===== config.mk =====
export PLATFORM = sky130hd
export DESIGN_NAME = lvds_frame_sync_ctrl
export DESIGN_NICKNAME = d
export VERILOG_FILES = /design/src/rtl/lvds_sync_pkg.sv /design/src/rtl/lvds_sipo_shreg.sv /design/src/rtl/lvds_frame_sync_ctrl.sv
export SDC_FILE = /design/constraint.sdc
export NUM_CORES = 1
export LEC_CHECK = 0
export ABC_AREA = 1
export BUFFER_PORTS_ARGS = -buffer_cell sky130_fd_sc_hd__buf_2
export CAP_MARGIN = 10
export CORE_MARGIN = 5
export CORE_UTILIZATION = 56
export DETAILED_ROUTE_END_ITERATION = 16
export GPL_TIMING_DRIVEN = 0
export PLACE_DENSITY_LB_ADDON = 0.3
export REMOVE_ABC_BUFFERS = 1
export SYNTH_ARGS = -nofsm -noshare
export SYNTH_HDL_FRONTEND = slang
export SYNTH_SLANG_ARGS = --single-unit

===== constraint.sdc =====
create_clock -name lvds_clk -period 1.7 [get_ports lvds_clk]
set_input_delay 0.17 -clock lvds_clk [delete_from_list [all_inputs] [get_ports lvds_clk]]
set_output_delay 0.17 -clock lvds_clk [all_outputs]
set_load 0.02 [all_outputs]

===== src/rtl/lvds_sync_pkg.sv =====
// Shared types and defaults for the LVDS word-alignment controller.
package lvds_sync_pkg;

    localparam int unsigned DEF_WORD_W = 16;
    localparam logic [DEF_WORD_W-1:0] DEF_SYNC_WORD = 16'h5511;

    typedef enum logic [1:0] {
        HUNT   = 2'd0,
        VERIFY = 2'd1,
        LOCKED = 2'd2
    } sync_state_e;

    // Bits needed to hold a count running from 0 up to n inclusive.
    function automatic int unsigned cnt_w(input int unsigned n);
        return (n < 2) ? 1 : $clog2(n + 1);
    endfunction

endpackage


===== src/rtl/lvds_sipo_shreg.sv =====
// Serial-in/parallel-out shift register, MSB first, with a sync-word match flag.
module lvds_sipo_shreg
    import lvds_sync_pkg::*;
#(
    parameter int unsigned       WORD_W    = DEF_WORD_W,
    parameter logic [WORD_W-1:0] SYNC_WORD = DEF_SYNC_WORD
) (
    input  logic              lvds_clk,
    input  logic              rst,
    input  logic              lvds_in,
    output logic [WORD_W-1:0] shreg,
    output logic              match
);

    logic [WORD_W-1:0] shreg_d, shreg_q;

    // Keeps shifting regardless of enable so alignment can be reacquired quickly.
    always_comb begin
        shreg_d = {shreg_q[WORD_W-2:0], lvds_in};
    end

    always_ff @(posedge lvds_clk) begin
        if (rst) shreg_q <= '0;
        else     shreg_q <= shreg_d;
    end

    assign shreg = shreg_q;
    assign match = (shreg_q == SYNC_WORD);

endmodule


===== src/rtl/lvds_frame_sync_ctrl.sv =====
// Word-alignment controller: hunt for the sync word, verify over several frames,
// then emit aligned words until repeated sync misses drop lock.
//   state  | meaning
//   HUNT   | bit-by-bit search for the sync word
//   VERIFY | aligned, counting consecutive sync-slot hits toward lock
//   LOCKED | emitting aligned words, counting sync-slot misses
module lvds_frame_sync_ctrl
    import lvds_sync_pkg::*;
#(
    parameter int unsigned       WORD_W     = DEF_WORD_W,
    parameter logic [WORD_W-1:0] SYNC_WORD  = DEF_SYNC_WORD,
    parameter int unsigned       FRAME_LEN  = 1,
    parameter int unsigned       LOCK_CNT   = 3,
    parameter int unsigned       UNLOCK_CNT = 2
) (
    input  logic              lvds_clk,
    input  logic              rst,
    input  logic              en,
    input  logic              lvds_in,
    output logic [WORD_W-1:0] word_out,
    output logic              word_valid,
    output logic              word_sof,
    output logic              locked,
    output logic              sync_err
);

    localparam int unsigned BIT_W  = $clog2(WORD_W);
    localparam int unsigned IDX_W  = (FRAME_LEN > 1) ? $clog2(FRAME_LEN) : 1;
    localparam int unsigned GOOD_W = cnt_w(LOCK_CNT);
    localparam int unsigned MISS_W = cnt_w(UNLOCK_CNT);

    localparam logic [BIT_W-1:0]  BIT_LAST   = BIT_W'(WORD_W - 1);
    localparam logic [IDX_W-1:0]  IDX_LAST   = IDX_W'(FRAME_LEN - 1);
    localparam logic [IDX_W-1:0]  IDX_ONE    = (FRAME_LEN > 1) ? IDX_W'(1) : '0;
    localparam logic [GOOD_W-1:0] LOCK_VAL   = GOOD_W'(LOCK_CNT);
    localparam logic [MISS_W-1:0] UNLOCK_VAL = MISS_W'(UNLOCK_CNT);

    logic [WORD_W-1:0] shreg;
    logic              match;

    lvds_sipo_shreg #(
        .WORD_W    (WORD_W),
        .SYNC_WORD (SYNC_WORD)
    ) u_shreg (
        .lvds_clk (lvds_clk),
        .rst      (rst),
        .lvds_in  (lvds_in),
        .shreg    (shreg),
        .match    (match)
    );

    sync_state_e       state_d, state_q;
    logic [BIT_W-1:0]  bit_cnt_d, bit_cnt_q;
    logic [IDX_W-1:0]  word_idx_d, word_idx_q;
    logic [GOOD_W-1:0] good_cnt_d, good_cnt_q, good_inc;
    logic [MISS_W-1:0] miss_cnt_d, miss_cnt_q, miss_inc;
    logic [WORD_W-1:0] word_out_d, word_out_q;
    logic              word_valid_d, word_valid_q;
    logic              word_sof_d, word_sof_q;
    logic              locked_d, locked_q;
    logic              sync_err_d, sync_err_q;
    logic              bnd, sync_slot;

    always_comb begin
        state_d      = state_q;
        bit_cnt_d    = bit_cnt_q;
        word_idx_d   = word_idx_q;
        good_cnt_d   = good_cnt_q;
        miss_cnt_d   = miss_cnt_q;
        word_out_d   = word_out_q;
        word_valid_d = 1'b0;
        word_sof_d   = 1'b0;
        sync_err_d   = 1'b0;
        good_inc     = good_cnt_q + GOOD_W'(1);
        miss_inc     = miss_cnt_q + MISS_W'(1);
        bnd          = (state_q != HUNT) && (bit_cnt_q == '0);
        sync_slot    = bnd && (word_idx_q == '0);

        if (state_q != HUNT) begin
            bit_cnt_d = (bit_cnt_q == BIT_LAST) ? '0 : bit_cnt_q + BIT_W'(1);
            if (bnd) word_idx_d = (word_idx_q == IDX_LAST) ? '0 : word_idx_q + IDX_W'(1);
        end

        case (state_q)
            HUNT: begin
                if (match) begin
                    bit_cnt_d  = BIT_W'(1);
                    word_idx_d = IDX_ONE;
                    good_cnt_d = GOOD_W'(1);
                    miss_cnt_d = '0;
                    state_d    = (LOCK_CNT == 1) ? LOCKED : VERIFY;
                end
            end
            VERIFY: begin
                if (sync_slot) begin
                    if (match) begin
                        good_cnt_d = good_inc;
                        if (good_inc == LOCK_VAL) begin
                            state_d    = LOCKED;
                            miss_cnt_d = '0;
                        end
                    end else begin
                        state_d = HUNT;
                    end
                end
            end
            LOCKED: begin
                if (bnd) begin
                    word_out_d   = shreg;
                    word_valid_d = 1'b1;
                    word_sof_d   = (word_idx_q == '0);
                end
                if (sync_slot) begin
                    if (match) begin
                        miss_cnt_d = '0;
                    end else begin
                        sync_err_d = 1'b1;
                        miss_cnt_d = miss_inc;
                        if (miss_inc == UNLOCK_VAL) state_d = HUNT;
                    end
                end
            end
            default: state_d = HUNT;
        endcase

        // Every entry into HUNT starts the search from a clean slate.
        if (state_d == HUNT) begin
            bit_cnt_d  = '0;
            word_idx_d = '0;
            good_cnt_d = '0;
            miss_cnt_d = '0;
        end

        if (!en) begin
            state_d      = HUNT;
            bit_cnt_d    = '0;
            word_idx_d   = '0;
            good_cnt_d   = '0;
            miss_cnt_d   = '0;
            word_out_d   = '0;
            word_valid_d = 1'b0;
            word_sof_d   = 1'b0;
            sync_err_d   = 1'b0;
        end

        locked_d = (state_d == LOCKED);
    end

    always_ff @(posedge lvds_clk) begin
        if (rst) begin
            state_q      <= HUNT;
            bit_cnt_q    <= '0;
            word_idx_q   <= '0;
            good_cnt_q   <= '0;
            miss_cnt_q   <= '0;
            word_out_q   <= '0;
            word_valid_q <= 1'b0;
            word_sof_q   <= 1'b0;
            locked_q     <= 1'b0;
            sync_err_q   <= 1'b0;
        end else begin
            state_q      <= state_d;
            bit_cnt_q    <= bit_cnt_d;
            word_idx_q   <= word_idx_d;
            good_cnt_q   <= good_cnt_d;
            miss_cnt_q   <= miss_cnt_d;
            word_out_q   <= word_out_d;
            word_valid_q <= word_valid_d;
            word_sof_q   <= word_sof_d;
            locked_q     <= locked_d;
            sync_err_q   <= sync_err_d;
        end
    end

    assign word_out   = word_out_q;
    assign word_valid = word_valid_q;
    assign word_sof   = word_sof_q;
    assign locked     = locked_q;
    assign sync_err   = sync_err_q;

endmodule


**Yosys cells after proc, flatten, opt, wreduce, memory -nomap -nowiden**

Cells that the tools add are included.
Widths: inputs -> output; s select.

- Mux-type cells: 31
- Reductions and logical operators: 16
- Eq/ne operators: 12
- Add/subtract/negate cells: 4
- Bitwise operators: 5

Operator list:

| kind | count |
|---|---|
| $mux 2 | 17 |
| $eq 16x15->1 const B | 1 |
| $mux 4 | 4 |
| $pmux 2 s3 | 2 |
| $ne 2x2->1 const B | 5 |
| $eq 2x2->1 const B | 4 |
| $reduce_or 4->1 | 2 |
| $mux 1 | 7 |
| $reduce_and 6->1 | 1 |
| $reduce_or 3->1 | 2 |
| $not 1->1 | 5 |
| $add 2x1->2 const B | 2 |
| $add 4x1->4 const B | 1 |
| $eq 4x4->1 const B | 1 |
| $logic_not 2->1 | 2 |
| $logic_not 4->1 | 1 |
| $pmux 2 s2 | 1 |
| $reduce_and 4->1 | 1 |
| $reduce_bool 2->1 | 2 |
| $reduce_bool 3->1 | 1 |
| $eq 2x1->1 const B | 1 |
| $logic_and 1x1->1 | 2 |
| $reduce_and 2->1 | 1 |
| $reduce_or 2->1 | 1 |
| $add 1x1->1 const B | 1 |

- Bits of input ports: 4
- Output and inout bits: 20
- Word-level logic and storage cells: 79
- Register bits: 47

**Depth between registers and ports, before layout**

- Depth in word-level cells: 8
- Gate-level depth with buffers: 11
- Gate-level depth less buffers: 11

**Hierarchy**

Synthesis repeated with hierarchy kept, for this count alone.

- Cells, all modules: 246
- Area total of the unflattened synthesis: 1908.1 um2

Modules (own cells, without submodules):

| module | area each (um2) | sequential area each (um2) | instances | cells each |
|---|---|---|---|---|
| lvds_frame_sync_ctrl | 1373.8 | 620.6 | 1 | 180 |
| lvds_sipo_shreg | 534.3 | 320.3 | 1 | 66 |

**Worst setup path before layout**

OpenSTA, ideal clock, no wires.

- Path kind: reg2reg
- Start: register bit_cnt_q[0]
- End: register miss_cnt_q[0]
- Data required time: 1.591 ns
- Data arrival time: 1.258 ns
- Clock period less this slack: 1.367 ns
- Cell stages (with the launch flop): 12
- Setup time: 0.109 ns
- Buffers on the path: 0
- Setup slack: 0.333 ns
- Cell sequence: dfxtp_1 -> inv_1 -> ha_1 -> nand3_1 -> nor2_4 -> nand2_1 -> nand2_2 -> nand2_1 -> nand2_2 -> nand2_2 -> nand2_1 -> inv_1

- Word-level cells in the longest chain between the ends: 7
- Elaborated cells on any way between the ends: 11
- Classes of those cells: eq/ne: 2; mux: 3; reduce/logical: 6

RTL lines:

| what | RTL line | text |
|---|---|---|
| start: declaration | lvds_frame_sync_ctrl.sv:53 | `logic [BIT_W-1:0] bit_cnt_d, bit_cnt_q;` |
| start signal: assignment | lvds_frame_sync_ctrl.sv:163 | `bit_cnt_q <= bit_cnt_d;` |
| $logic_not 4->1 (*) | lvds_frame_sync_ctrl.sv:76 | `bnd = (state_q != HUNT) && (bit_cnt_q == '0);` |
| $logic_and 1x1->1 (*) | lvds_frame_sync_ctrl.sv:76 |  |
| $logic_and 1x1->1 (*) | lvds_frame_sync_ctrl.sv:77 | `sync_slot = bnd && (word_idx_q == '0);` |
| $mux 2 (on tied branches) | lvds_frame_sync_ctrl.sv:113, lvds_frame_sync_ctrl.sv:95 |  |
| $pmux 2 s3 | lvds_frame_sync_ctrl.sv:84 | `case (state_q)` |
| $logic_not 2->1 | lvds_frame_sync_ctrl.sv:127 | `if (state_d == HUNT) begin` |
| $reduce_or 3->1 (no line) | -- |  |
| end signal: assignment | lvds_frame_sync_ctrl.sv:166 | `miss_cnt_q <= miss_cnt_d;` |
| end: declaration | lvds_frame_sync_ctrl.sv:56 | `logic [MISS_W-1:0] miss_cnt_d, miss_cnt_q, miss_inc;` |

Mark *: on every way between the ends. The rest lies on a longest branch, timed or not.
A chain may end at the register's enable or synchronous reset.

**Worst setup path in the final report**

- Start: register bit_cnt_q[1]
- End: register word_out_q[8], in the netlist word_out[8]

- Word-level cells in the longest chain between the ends: 3

RTL lines:

| what | RTL line | text |
|---|---|---|
| $logic_not 4->1 | lvds_frame_sync_ctrl.sv:76 |  |
| $logic_and 1x1->1 | lvds_frame_sync_ctrl.sv:76 |  |
| $reduce_and 2->1 (no line) | -- |  |
| end signal: assignment | lvds_frame_sync_ctrl.sv:167 | `word_out_q <= word_out_d;` |
| end: declaration | lvds_frame_sync_ctrl.sv:57 | `logic [WORD_W-1:0] word_out_d, word_out_q;` |

No other way between the ends.

==> impl_metrics.toml <==
[logic_synthesis]
yosys_warnings = 0
synthXorXnorAreaFrac_pct = 0
syn_area_per_cell_um2 = 7.362
ys_types = 24
synth_ff_type = "dfxtp_1"
yosys.area_share.adder_pct = 2.635
synth_edf_count = 0
synthSimpleGateAreaFrac_pct = 27.08
syn_area_um2 = 1899
synthMuxAreaShare_pct = 0
async_flop_share_pct = 0
synth-compound-area-share_pct = 10.28
ys_seq_elements = 47
syn_inst = 258
synth_top_family_by_area = "simple AND/OR/NAND/NOR gates"
seq_area_frac_synth_pct = 49.54

[job]
drv_cap = 0

[finish]
layout-drive-gt1-share_pct = 17.54
n_fill_cell = 313
mostFrequentLayoutCell = "nand2_1"
regArea_um2 = 940.9
area_growth_pct = 11.40
fin_nets = 292
most-common-layout-cells = "nand2_1 (60), dfxtp_1 (47), inv_1 (37), nor2_1 (35), buf_2 (23)"
diodes = 0
multi_input_area_um2 = 762.0
final_cells = 331

[setup_path]
critPathArrivalTime_ns = 1.89
r2r_cells = 8
critPathKind = "reg -> reg"
startpoint = "bit_cnt_q[1]$_SDFF_PP0_"
worstPathMaxFanout = 27
r2r_slack_ns = 0.11
r2r_start = "bit_cnt_q[1]$_SDFF_PP0_"
crit_path_end = "word_out[8]$_SDFFE_PP0P_"
crit_required_ns = 2.00
r2r-end = "word_out[8]$_SDFFE_PP0P_"
worst_setup_path_start_kind = "flop"
endpoint_kind = "flop"

[sta]
fmax_ghz = 0.6301
maxSlewHeadroom_pct = 37.78
slew_viol_final = 0
rsz0062_at_grt = "false"
worst_pin_slew_ns = 0.9299
skew_ns = 0.01152
hold_viol = 0
min_period_ns = 1.587
setup_viol = 0
finalWorstSetupSlack_ns = 0.1130
fin_crit_sh_pct = 93.35

[global_route]
grt_max_degree = 28
grt_usage_pct = 17.49
grt_pass1_wl_um = 6051
grt_pass1_vias = 1468
antenna_found_initial = 0
grt.overflow.total = 0

[placed_design]
hpwl_um = 2411
portBuffers = 23
post-place-cells = 322
dp_slack_ns = -0.1101
place.gp.congestion = 0.8543

[drt]
num_vias = 1562
first_iter_violations = 79
routed_wl_um = 3413
drt_pass1_iterations = 7
drc = 0
ant_nets = 0
wl_per_cell_um = 10.31
vias_per_cell = 4.719

[die]
io_pins = 24
fp.dieW_um = 68.24
rows = 21
fp.dieH_um = 68.24
fp.dieArea_um2 = 4656
fp.coreArea_um2 = 3311
start_util_pct = 57.37

[clocking]
cts_setup_buffers = 0
path_clk_slew_ns = 0.14
cts_root_buf = "clkbuf_4"
clkSinkCount = 47
clock_latency_ns = 0.37
clock_path_buffers = 2
cts_tree = "yes"
numCtsBuffers = 5
h-tree-depth = 2

[power_and_ir_drop]
p_leak_nw = 1.057
ir_worst_vdd_v = 0.0006064
power-per-cell-area_nw_per_um2 = 785.2

[hold_path]
hp-class = "in -> reg"

[status]
status = "finished, final reports clean"
how the worst min path moves through the flow:
stage                       start                      endpoint  slack (ns)  cells after the start
final                         rst   u_shreg.shreg[3]$_SDFF_PP0_        0.15                      2
after floorplan               rst   u_shreg.shreg[0]$_SDFF_PP0_        0.24                      1
after CTS                     rst   u_shreg.shreg[6]$_SDFF_PP0_        0.13                      2
after global routing          rst  u_shreg.shreg[10]$_SDFF_PP0_        0.14                      2
after detailed placement  lvds_in   u_shreg.shreg[0]$_SDFF_PP0_        0.38                      3
after global placement    lvds_in   u_shreg.shreg[0]$_SDFF_PP0_        0.37                      3
layer usage:
metal	up-vias	share of wire, %	global-route usage, %
li1	843	-	-
met1	674	48	21.10
met2	41	44	28.52
met3	4	6.4	4.105
met4	0	1.1	9.677
met5	-	0	0
state kept, by name (all words and copies together), names as in the netlist, 2 cells and up:
signal / flops
miss_cnt_q: 2
u_shreg.shreg: 16
word_out: 16
state_q: 2
good_cnt_q: 2
bit_cnt_q: 4
where the power goes:
| group | leakage [nW] | switching [mW] | internal [mW] |
|---|---|---|---|
| clock | 0.0354 | 0.362 | 0.162 |
| sequential | 0.379 | 0.00199 | 1.11 |
| combinational | 0.642 | 0.0209 | 0.00898 |
synthesized netlist by cell type, types with 3 or more instances:
library cell,n,area [um2]
nand2_1,60,225.2
nor2_2,3,18.77
ha_1,4,50.05
nand4_1,4,25.02
inv_1,37,138.9
a21oi_1,22,110.1
o21ai_1,5,25.02
nor2_1,36,135.1
dfxtp_1,47,940.9
o21ai_0,6,30.03
clkbuf_1,3,11.26
nand3_1,10,50.05
inv_2,7,26.28
nand2_2,3,18.77
cell type report:
cell class,count,area share [%]
clock inverter,3,0.8870
inverter,45,8.220
timing repair buffer,24,5.914
multi-input combinational,161,36.01
clock buffer,5,1.774
sequential,47,44.47
tap,46,2.720
logic make-up (layout without fill, tap and decap cells):
group | count (synthesis) | in the layout
compound gates | 37 | 37
fa+ha+maj | 4 | 4
buf+inv | 50 | 77
flops | 47 | 47
simple gates | 120 | 120
critical path: stages (launching register included):
cell	delay, ns
dfxtp_1	0.35
inv_1	0.07
ha_1	0.16
nand3_1	0.12
nor2_4	0.17
nand2_4	0.11
inv_6	0.17
o21ai_0	0.13
a21oi_1	0.23
through the flow:
step	util (%)	area, um2	setup TNS, ns	hold WS, ns	power, mW
CTS	63.76	2111	0	0.1262	1.678
finish	63.91	2116	0	0.1466	1.661
global route	63.91	2116	0	0.1397	1.727
global placement	61.75	2044	-0.7252	0.3698	1.159
floorplan	-	1872	0	0.2412	1.146
detailed placement	61.75	2044	-0.7093	0.3808	1.159
repair_timing:
| action | 4_1_cts | 5_1_grt |
|---|---|---|
| resized for setup | 0 | 2 |
| endpoints found under the hold margin | 1 | 0 |
| hold buffers | 1 | 0 |
| endpoints found under the setup margin | 0 | 5 |
(Power assumes the default switching activity.)
